<file path="config.mk">
export PLATFORM = sky130hd
export DESIGN_NAME = seq_detector_1011
export DESIGN_NICKNAME = d
export VERILOG_FILES = /design/src/rtl/seq_detector_1011.sv
export SDC_FILE = /design/constraint.sdc
export NUM_CORES = 1
export LEC_CHECK = 0
export CAP_MARGIN = 10
export CORE_ASPECT_RATIO = 0.9
export CORE_MARGIN = 3
export CORE_UTILIZATION = 40
export CTS_CLUSTER_DIAMETER = 50
export CTS_CLUSTER_SIZE = 30
export DETAILED_ROUTE_END_ITERATION = 6
export PLACE_DENSITY_LB_ADDON = 0.05
export REMOVE_ABC_BUFFERS = 1
export SKIP_CTS_REPAIR_TIMING = 1
export SLEW_MARGIN = 20
export SYNTH_ARGS = -nofsm -noshare
export SYNTH_HDL_FRONTEND = slang
export SYNTH_SLANG_ARGS = --single-unit
</file>
<file path="constraint.sdc">
create_clock -name clk -period 1.4 [get_ports clk]
set_input_delay 0.14 -clock clk [delete_from_list [all_inputs] [get_ports clk]]
set_output_delay 0.14 -clock clk [all_outputs]
set_load 0.01 [all_outputs]
</file>
<file path="src/rtl/seq_detector_1011.sv">
// Moore detector for the serial pattern 1011 (MSB first) with a registered detect pulse and a saturating match counter.
// Define SEQ_DET_OVERLAP_EN to let the tail of one match start the next; leave it undefined for non-overlapping detection.
module seq_detector_1011 #(
  parameter int CNT_W = 8
) (
  input  logic             clk,
  input  logic             reset,
  input  logic             din,
  input  logic             din_valid,
  input  logic             count_clr,
  output logic             detect,
  output logic [CNT_W-1:0] match_count,
  output logic [2:0]       state_o
);

  typedef enum logic [2:0] {
    S_IDLE = 3'd0,
    S_1    = 3'd1,
    S_10   = 3'd2,
    S_101  = 3'd3,
    S_1011 = 3'd4
  } state_t;

  state_t state;
  logic   hit;
  logic   illegal;

  function automatic state_t next_state(input state_t s, input logic b);
    case (s)
      S_IDLE:  return b ? S_1    : S_IDLE;
      S_1:     return b ? S_1    : S_10;
      S_10:    return b ? S_101  : S_IDLE;
      S_101:   return b ? S_1011 : S_10;
`ifdef SEQ_DET_OVERLAP_EN
      S_1011:  return b ? S_1    : S_10;
`else
      S_1011:  return b ? S_1    : S_IDLE;
`endif
      default: return S_IDLE;
    endcase
  endfunction

  // Unreachable codes 5-7 recover to idle even while the input is stalled.
  assign illegal = (state > S_1011);
  assign hit     = din_valid && (next_state(state, din) == S_1011);
  assign state_o = state;

  always_ff @(posedge clk) begin
    if (!reset) begin
      state       <= S_IDLE;
      detect      <= 1'b0;
      match_count <= '0;
    end else begin
      if (din_valid || illegal)
        state <= next_state(state, din);
      detect <= hit;
      if (count_clr)
        match_count <= '0;
      else if (hit && (match_count != {CNT_W{1'b1}}))
        match_count <= match_count + CNT_W'(1);
    end
  end

endmodule

</file>
# --- Word-level counts from Yosys, hierarchy flattened ---
# Index checks and enable logic that the tools add are counted.
word_totals:
  reg_bits: 12
  out_inout_bits: 12
  elab_cells: 23
  inputBits: 5
op_classes:
  bitwise: 1
  n_eq_ne: 6
  reduce_logical: 6
  order_cmp: 1
  mux: 5
  add_sub_neg: 1
ops:
  columns: ["operator", "count"]
  rows:
  - ["3-bit case mux with 4 select lines", 1]
  - ["8-bit by 1-bit adder with 8-bit output (second input constant)", 1]
  - ["8-bit inequality test (second input constant)", 1]
  - ["3-bit by 2-bit equality test with 1-bit output (second input constant)", 2]
  - ["3-bit equality test (second input constant)", 2]
  - ["2-bit 2-to-1 mux", 2]
  - ["2-bit OR reduction", 2]
  - ["3-bit by 1-bit equality test with 1-bit output (second input constant)", 1]
  - ["3-bit > comparator (second input constant)", 1]
  - ["3-bit zero test", 1]
  - ["3-bit 2-to-1 mux", 1]
  - ["1-bit logical AND", 2]
  - ["1-bit logical OR", 1]
  - ["1-bit 2-to-1 mux", 1]
  - ["1-bit NOT", 1]

# --- Depth between registers and ports, before layout ---
# Gate-level depths: netlist (run 1).
depth:
  depth_word: 6
  mapped_depth: 6
  mapped_depth_nobuf: 5

# --- Worst setup path before layout (run 1) ---
# Ideal clock, no wire load.
synth_path:
  kind: "reg2reg"
  from: "register state[0] (netlist: state_o[0])"
  to: "register match_count[0]"
  period_less_slack_ps: 1474
  path_stages_with_launch: 5
  slack_ps: -74
  t_arrival_ps: 1403
  required_time_ps: 1330
  setup_ps: 70
  path_buffers: 0
  cell_sequence: "dfxtp_1 > nand2_2 > or3_4 > or3_1 > a21oi_1"
synth_between:
  elab_chain_cells: 6
  word_cells_on_any_way: 10
  cone_classes: "eq/ne (5); mux (1); reduce/logical (4)"
synth_lines:
  columns: ["element", "line", "text"]
  rows:
  - ["start, declared", "24", "state_t state;"]
  - ["start signal, assigned", "55", "state <= next_state(state, din);"]
  - ["3-bit equality test or 3-bit zero test (tied branches)", "29", "case (s)"]
  - ["2-bit OR reduction (no source line)", null, null]
  - ["3-bit case mux with 4 select lines (*)", "29", null]
  - ["3-bit equality test (*)", "45", "assign hit = din_valid && (next_state(state, din) == S_1011);"]
  - ["1-bit logical AND (*)", "45", null]
  - ["1-bit logical AND (*)", "59", "else if (hit && (match_count != {CNT_W{1'b1}}))"]
  - ["end signal, assigned", "60", "match_count <= match_count + CNT_W'(1);"]
  - ["end, declared", "12", "output logic [CNT_W-1:0] match_count,"]
# Every way passes the cells marked *; elsewhere a longest branch is shown, timed or not.
# A chain may end at the register's enable or synchronous reset.

# --- Final worst setup path (run 1) ---
layout_path:
  from: "register match_count[1]"
  to: "output port match_count[1]"
# No word-level cell between the ends.

==> results of run 1 <==
==> path summary, 6_finish.rpt <==
path / start / slack (ns) / cells past startpoint / end
worst max register to register: state_o[1]$_SDFFE_PN0P_ / 0.08 / 4 / match_count[0]$_SDFFE_PP0P_
worst min register to register: match_count[4]$_SDFFE_PP0P_ / 0.50 / 1 / match_count[4]$_SDFFE_PP0P_
worst min-delay path: din_valid / 0.40 / 4 / state_o[2]$_SDFFE_PN0P_
worst max-delay path: match_count[1]$_SDFFE_PP0P_ / 0.05 / 1 / match_count[1]
==> sequential cells by signal, indices dropped and copies added (netlist names) <==
name	count
detect	1
match_count	8
state_o	3
==> per-layer routing <==
layer / wire (um) / track usage [%] / share of wire (%)
met5: 0 / 0 / 0
met4: 34 / 4.97 / 2.1
met3: 85 / 7.63 / 5.2
met2: 705 / 22.8 / 43
met1: 797 / 28.2 / 49
==> power by group through the flow <==
stage	clock, uW	sequential, uW	combinational [uW]
after global placement	0	356	65.4
final	215	346	67.5
after global routing	234	347	73.6
after floorplan	0	361	19.6
after detailed placement	0	356	66.7
after CTS	216	348	67.2
==> cell type report <==
type,count,area share [%]
repair buffers,29,29.3
well taps,14,1.86
clock buffers,3,2.40
multi-input cells,52,39.1
inverters,1,0.399
flip-flops and latches,12,26.9
==> per-stage QoR <==
step | total power (uW) | util, %
after floorplan | 381 | -
after global placement | 421 | 65.7
after detailed placement | 422 | 65.7
after CTS | 631 | 67.4
after global routing | 655 | 71.1
final | 629 | 71.1
==> cell usage in the layout, fill, tap and decap left out, types with 2 or more instances in the layout <==
cell              n
a211oi_1          2
o21a_1            2
o21ai_0           4
dlymetal6s2s_1    7
a21oi_1           4
nor3b_1           2
nand2_1           2
a311oi_1          3
buf_4            13
dfxtp_2           7
nand2_2           2
a31oi_1           3
clkdlybuf4s50_1   9
nor3_2            2
nor3_1            3
clkbuf_4          3
dfxtp_1           4
or3_4             2
nand2b_1          2
and3_1            2
a41oi_1           2
nand3_1           4
==> worst min-delay path, stage by stage <==
cell and delay, ns:
dlymetal6s2s_1 0.13, buf_4 0.15, nor4b_1 0.05, o21a_1 0.15
==> cell families (layout without fill, tap and decap cells) <==
logic type | Yosys count | in the layout | share of synthesized area, %
flops | 12 | 12 | 40.0
buf+inv | 3 | 33 | 1.87
compound gates | 22 | 22 | 24.4
fa+ha+maj | 1 | 1 | 2.08
simple gates | 29 | 29 | 31.7
==> flow_summary.toml, run 1 <==
[status]
run_status = "completed"

[critical_path]
worst_path_dominant_cell_family = "buffers and inverters"
crit_fanout = 4
worstPathRequired_ns = 1.26
crit_path_end_kind = "output pin"
worstPathArrival_ns = 1.21
max_stage_delay_cell_worst_path = "clkdlybuf4s50_1"
critical_path.startpoint_type = "register"
cp.buffers_inverters = 1
path_cells = "clkdlybuf4s50_1"
slowest_delay_ns = 0.55
timing.setup.critical_path_class = "reg2out"

[yosys]
synth-warning-count = 0
synth_ff_type = "dfxtp_1"
yosys.cell_count.top_type = "dfxtp_1"
synth-edff-count = 0
synth_cell_types = 30
postSynth.asyncResetShare_pct = 0
yosys.area.top_type = "dfxtp_1"
most_frequent_cells_after_synthesis = "dfxtp_1 (12), a21oi_1 (5), nand3_1 (4), nor3_1 (4), o21ai_0 (4)"
ys_seq_area_share_pct = 40.0
synth_area_um2 = 601
postSynthAreaPerCell_um2 = 8.96
synth_top_area_share_pct = 40.0
post_synthesis_cells = 67
ys_ff_latch = 12
synth.area.top_cells = "dfxtp_1 (40%), a311oi_1 (4.4%), a21oi_1 (4.2%)"

[placement]
place_ws_ns = -0.255
dpl.hpwl_mm = 1.12
port-buffer-count = 16
place_congestion = 0.765
place_inst = 108
dpl-instance-area_um2 = 868

[sta]
fin_crit_ns = 1.35
worst_pin_slew_ns = 0.352
grt_setup_unrepaired = "no"
fin_hold_ws_ns = 0.401
period_share_pct = 96.7
total_neg_setup_slack_ns = 0
final_critical_path_setup_slack_ns = 0.0460
fmax_mhz = 739
finalHoldViolCount = 0
timing.final.setup_violations = 0
timing.clock.skew_ns = 0.0101
max_slew_margin_pct = 76.5
timing.final.max_slew_violations = 0

[die]
dieWidth_um = 46.8
core.rowCount = 12
floorplan_die_area_um2 = 2000
initial_utilization_pct = 45.5
die_y_um = 42.8
placeableCoreArea_um2 = 1320
ioPinCount = 17

[power]
fraction_of_power_consumed_by_combinational_cells_pct = 10.7
share_clk_of_total_power_pct = 34.2
power_switching_share_pct = 23.7
cell_internal_pwr_uw = 480
p_sw_uw = 149
ir_drop_mv = 0.590
power_frac_seq_pct = 55.1
leakagePower_uw = 0.000426
power_density_nw_per_um2 = 670

[cts]
cts_tree = "built"
cts_sinks = 12
cts-root-buf = "clkbuf_4"
cts.clk_slew.worst_paths_ns = 0.08
clk-insertion-delay-late_ns = 0.28
htreeDepth = 1
cts_buffers = 3
cts_buffer_depth = 2

[drt]
route.detailed.vias_per_inst = 6.04
dr_total_vias = 670
drt-pass1-iter-count = 4
finalWirelength_mm = 1.62
final_antenna_net_count = 0
drc = 0
wl_per_cell_um = 14.6
drt_iter0_drc = 22

[finish]
flow.area_growth_from_synthesis_pct = 56.5
drive_above_1_share_pct = 36.1
multiInputGateArea_um2 = 368
nFillCells = 109
final_net_count = 105
antenna_cells = 0
post-route-cell-area_um2 = 940
stdcell_count = 111
seq_area_um2 = 253

[global_routing]
antenna_found_initial = 0
grt_overflow_total = 0
first_global_vias = 587
grt_pass1_wl_mm = 2.64
gr-usage-all-layers_pct = 18.4
grt_max_degree = 9

[job]
drv.max_cap_violation_count = 0

[min_path]
timing.hold.worst.class = "in2reg"
Power figures use the tool's default switching activity.
==> run 2, diff against run 1 <==
==> constraint.sdc (replaced) <==
create_clock -name clk -period 1.4 [get_ports clk]
set_input_delay 0.21 -clock clk [delete_from_list [all_inputs] [get_ports clk]]
set_output_delay 0.21 -clock clk [all_outputs]
set_load 0.01 [all_outputs]
==> flow_summary.toml, run 2 (synthesized netlist as in run 1, its figures left out) <==
[critical_path]
path_cells = "nand2_2, or3_4, or3_1, a21oi_1"
worstPathArrival_ns = 1.54
slowest_delay_ns = 0.39
cp.buffers_inverters = 0
worst_path_dominant_cell_family = "simple AND/OR/NAND/NOR gates"
crit_path_end_kind = "register"
crit_fanout = 4
max_stage_delay_cell_worst_path = "or3_4"
worstPathRequired_ns = 1.61
timing.setup.critical_path_class = "reg2reg"
critical_path.startpoint_type = "register"

[global_routing]
grt_max_degree = 9
grt_pass1_wl_mm = 2.53
grt_overflow_total = 0
gr-usage-all-layers_pct = 17.1
antenna_found_initial = 0
first_global_vias = 591

[sta]
timing.final.setup_violations = 0
period_share_pct = 95.4
worst_pin_slew_ns = 0.292
grt_setup_unrepaired = "no"
max_slew_margin_pct = 80.6
total_neg_setup_slack_ns = 0
timing.final.max_slew_violations = 0
timing.clock.skew_ns = 0.00789
finalHoldViolCount = 0
fmax_mhz = 749
fin_crit_ns = 1.34

[cts]
htreeDepth = 1
cts_tree = "built"
clk-insertion-delay-late_ns = 0.27
cts_buffers = 3
cts_buffer_depth = 2
cts-root-buf = "clkbuf_4"
cts_sinks = 12
cts.clk_slew.worst_paths_ns = 0.08

[power]
ir_drop_mv = 0.574
share_clk_of_total_power_pct = 34.0
power_frac_seq_pct = 55.4
leakagePower_uw = 0.000536
cell_internal_pwr_uw = 481
p_sw_uw = 148
finalPower_uw = 629
fraction_of_power_consumed_by_combinational_cells_pct = 10.6
power_density_nw_per_um2 = 662
power_switching_share_pct = 23.5

[placement]
dpl.hpwl_mm = 1.11
port-buffer-count = 16
place_congestion = 0.772

[drt]
route.detailed.vias_per_inst = 6.32
drt_iter0_drc = 30
final_antenna_net_count = 0
wl_per_cell_um = 14.7
drc = 0
drt-pass1-iter-count = 4
dr_total_vias = 702
finalWirelength_mm = 1.63

[finish]
top_register = "match_count"
antenna_cells = 0
final_net_count = 105
drive_above_1_share_pct = 35.1
largest_register_ff_count = 8
flow.area_growth_from_synthesis_pct = 58.1
layout_common_cells = "dlymetal6s2s_1 (13), buf_4 (13), dfxtp_2 (8), a21oi_1 (5)"

[job]
drv.max_cap_violation_count = 0

[min_path]
timing.hold.worst.class = "in2reg"

[die]
core.rowCount = 12
floorplan_die_area_um2 = 2000
ioPinCount = 17
initial_utilization_pct = 45.5
dieWidth_um = 46.8
placeableCoreArea_um2 = 1320
die_y_um = 42.8

[status]
run_status = "completed"
run 2: through the flow:
stage                     hold slack, ns  worst slack (ns)  instances  instance area (um^2)  util [%]
after floorplan                    0.328           -0.0736         65                   593         -
after global placement             0.501            -0.297        108                   868      65.7
after detailed placement           0.512            -0.340        108                   868      65.7
after CTS                          0.526            -0.121        111                   891      67.4
after global routing               0.464           0.00285        111                   950      71.9
final                              0.464            0.0648        111                   950      71.9
run 2: worst paths after layout:
| check | to | start | slack [ns] | cells after the start |
|---|---|---|---|---|
| setup / recovery | match_count[0]$_SDFFE_PP0P_ | state_o[1]$_SDFFE_PN0P_ | 0.06 | 4 |
| hold / removal | state_o[2]$_SDFFE_PN0P_ | din_valid | 0.46 | 4 |
| setup reg to reg | match_count[0]$_SDFFE_PP0P_ | state_o[1]$_SDFFE_PN0P_ | 0.06 | 4 |
| hold reg to reg | match_count[4]$_SDFFE_PP0P_ | match_count[4]$_SDFFE_PP0P_ | 0.51 | 1 |
run 2: final cells by class:
cell class	count	area, um^2
well taps	14	17.5
repair buffers	29	290
flip-flops and latches	12	250
fillers	107	372
multi-input cells	52	365
clock buffers	3	22.5
inverters	1	3.75
run 2: worst min-delay path: cells and delay by family:
kind | cells | cell delay, ns
and+or+nand+nor | 1 | 0.05
buffers and inverters | 2 | 0.28
AOI/OAI and AO/OA | 1 | 0.15
run 2: power groups by stage:
stage,combinational [uW],clock (uW),sequential [uW]
after detailed placement,66.4,0,356
after global routing,72.7,246,349
final,66.3,214,349
after floorplan,19.6,0,361
after global placement,65.3,0,356
after CTS,66.9,220,348
run 2: per-layer routing:
metal | vias to the layer above | global-route usage (%) | share of wire [%]
li1 | 327 | - | -
met1 | 329 | 23.9 | 45
met2 | 42 | 22.5 | 44
met3 | 4 | 8.47 | 9.8
met4 | 0 | 5.52 | 0.80
met5 | - | 0 | 0
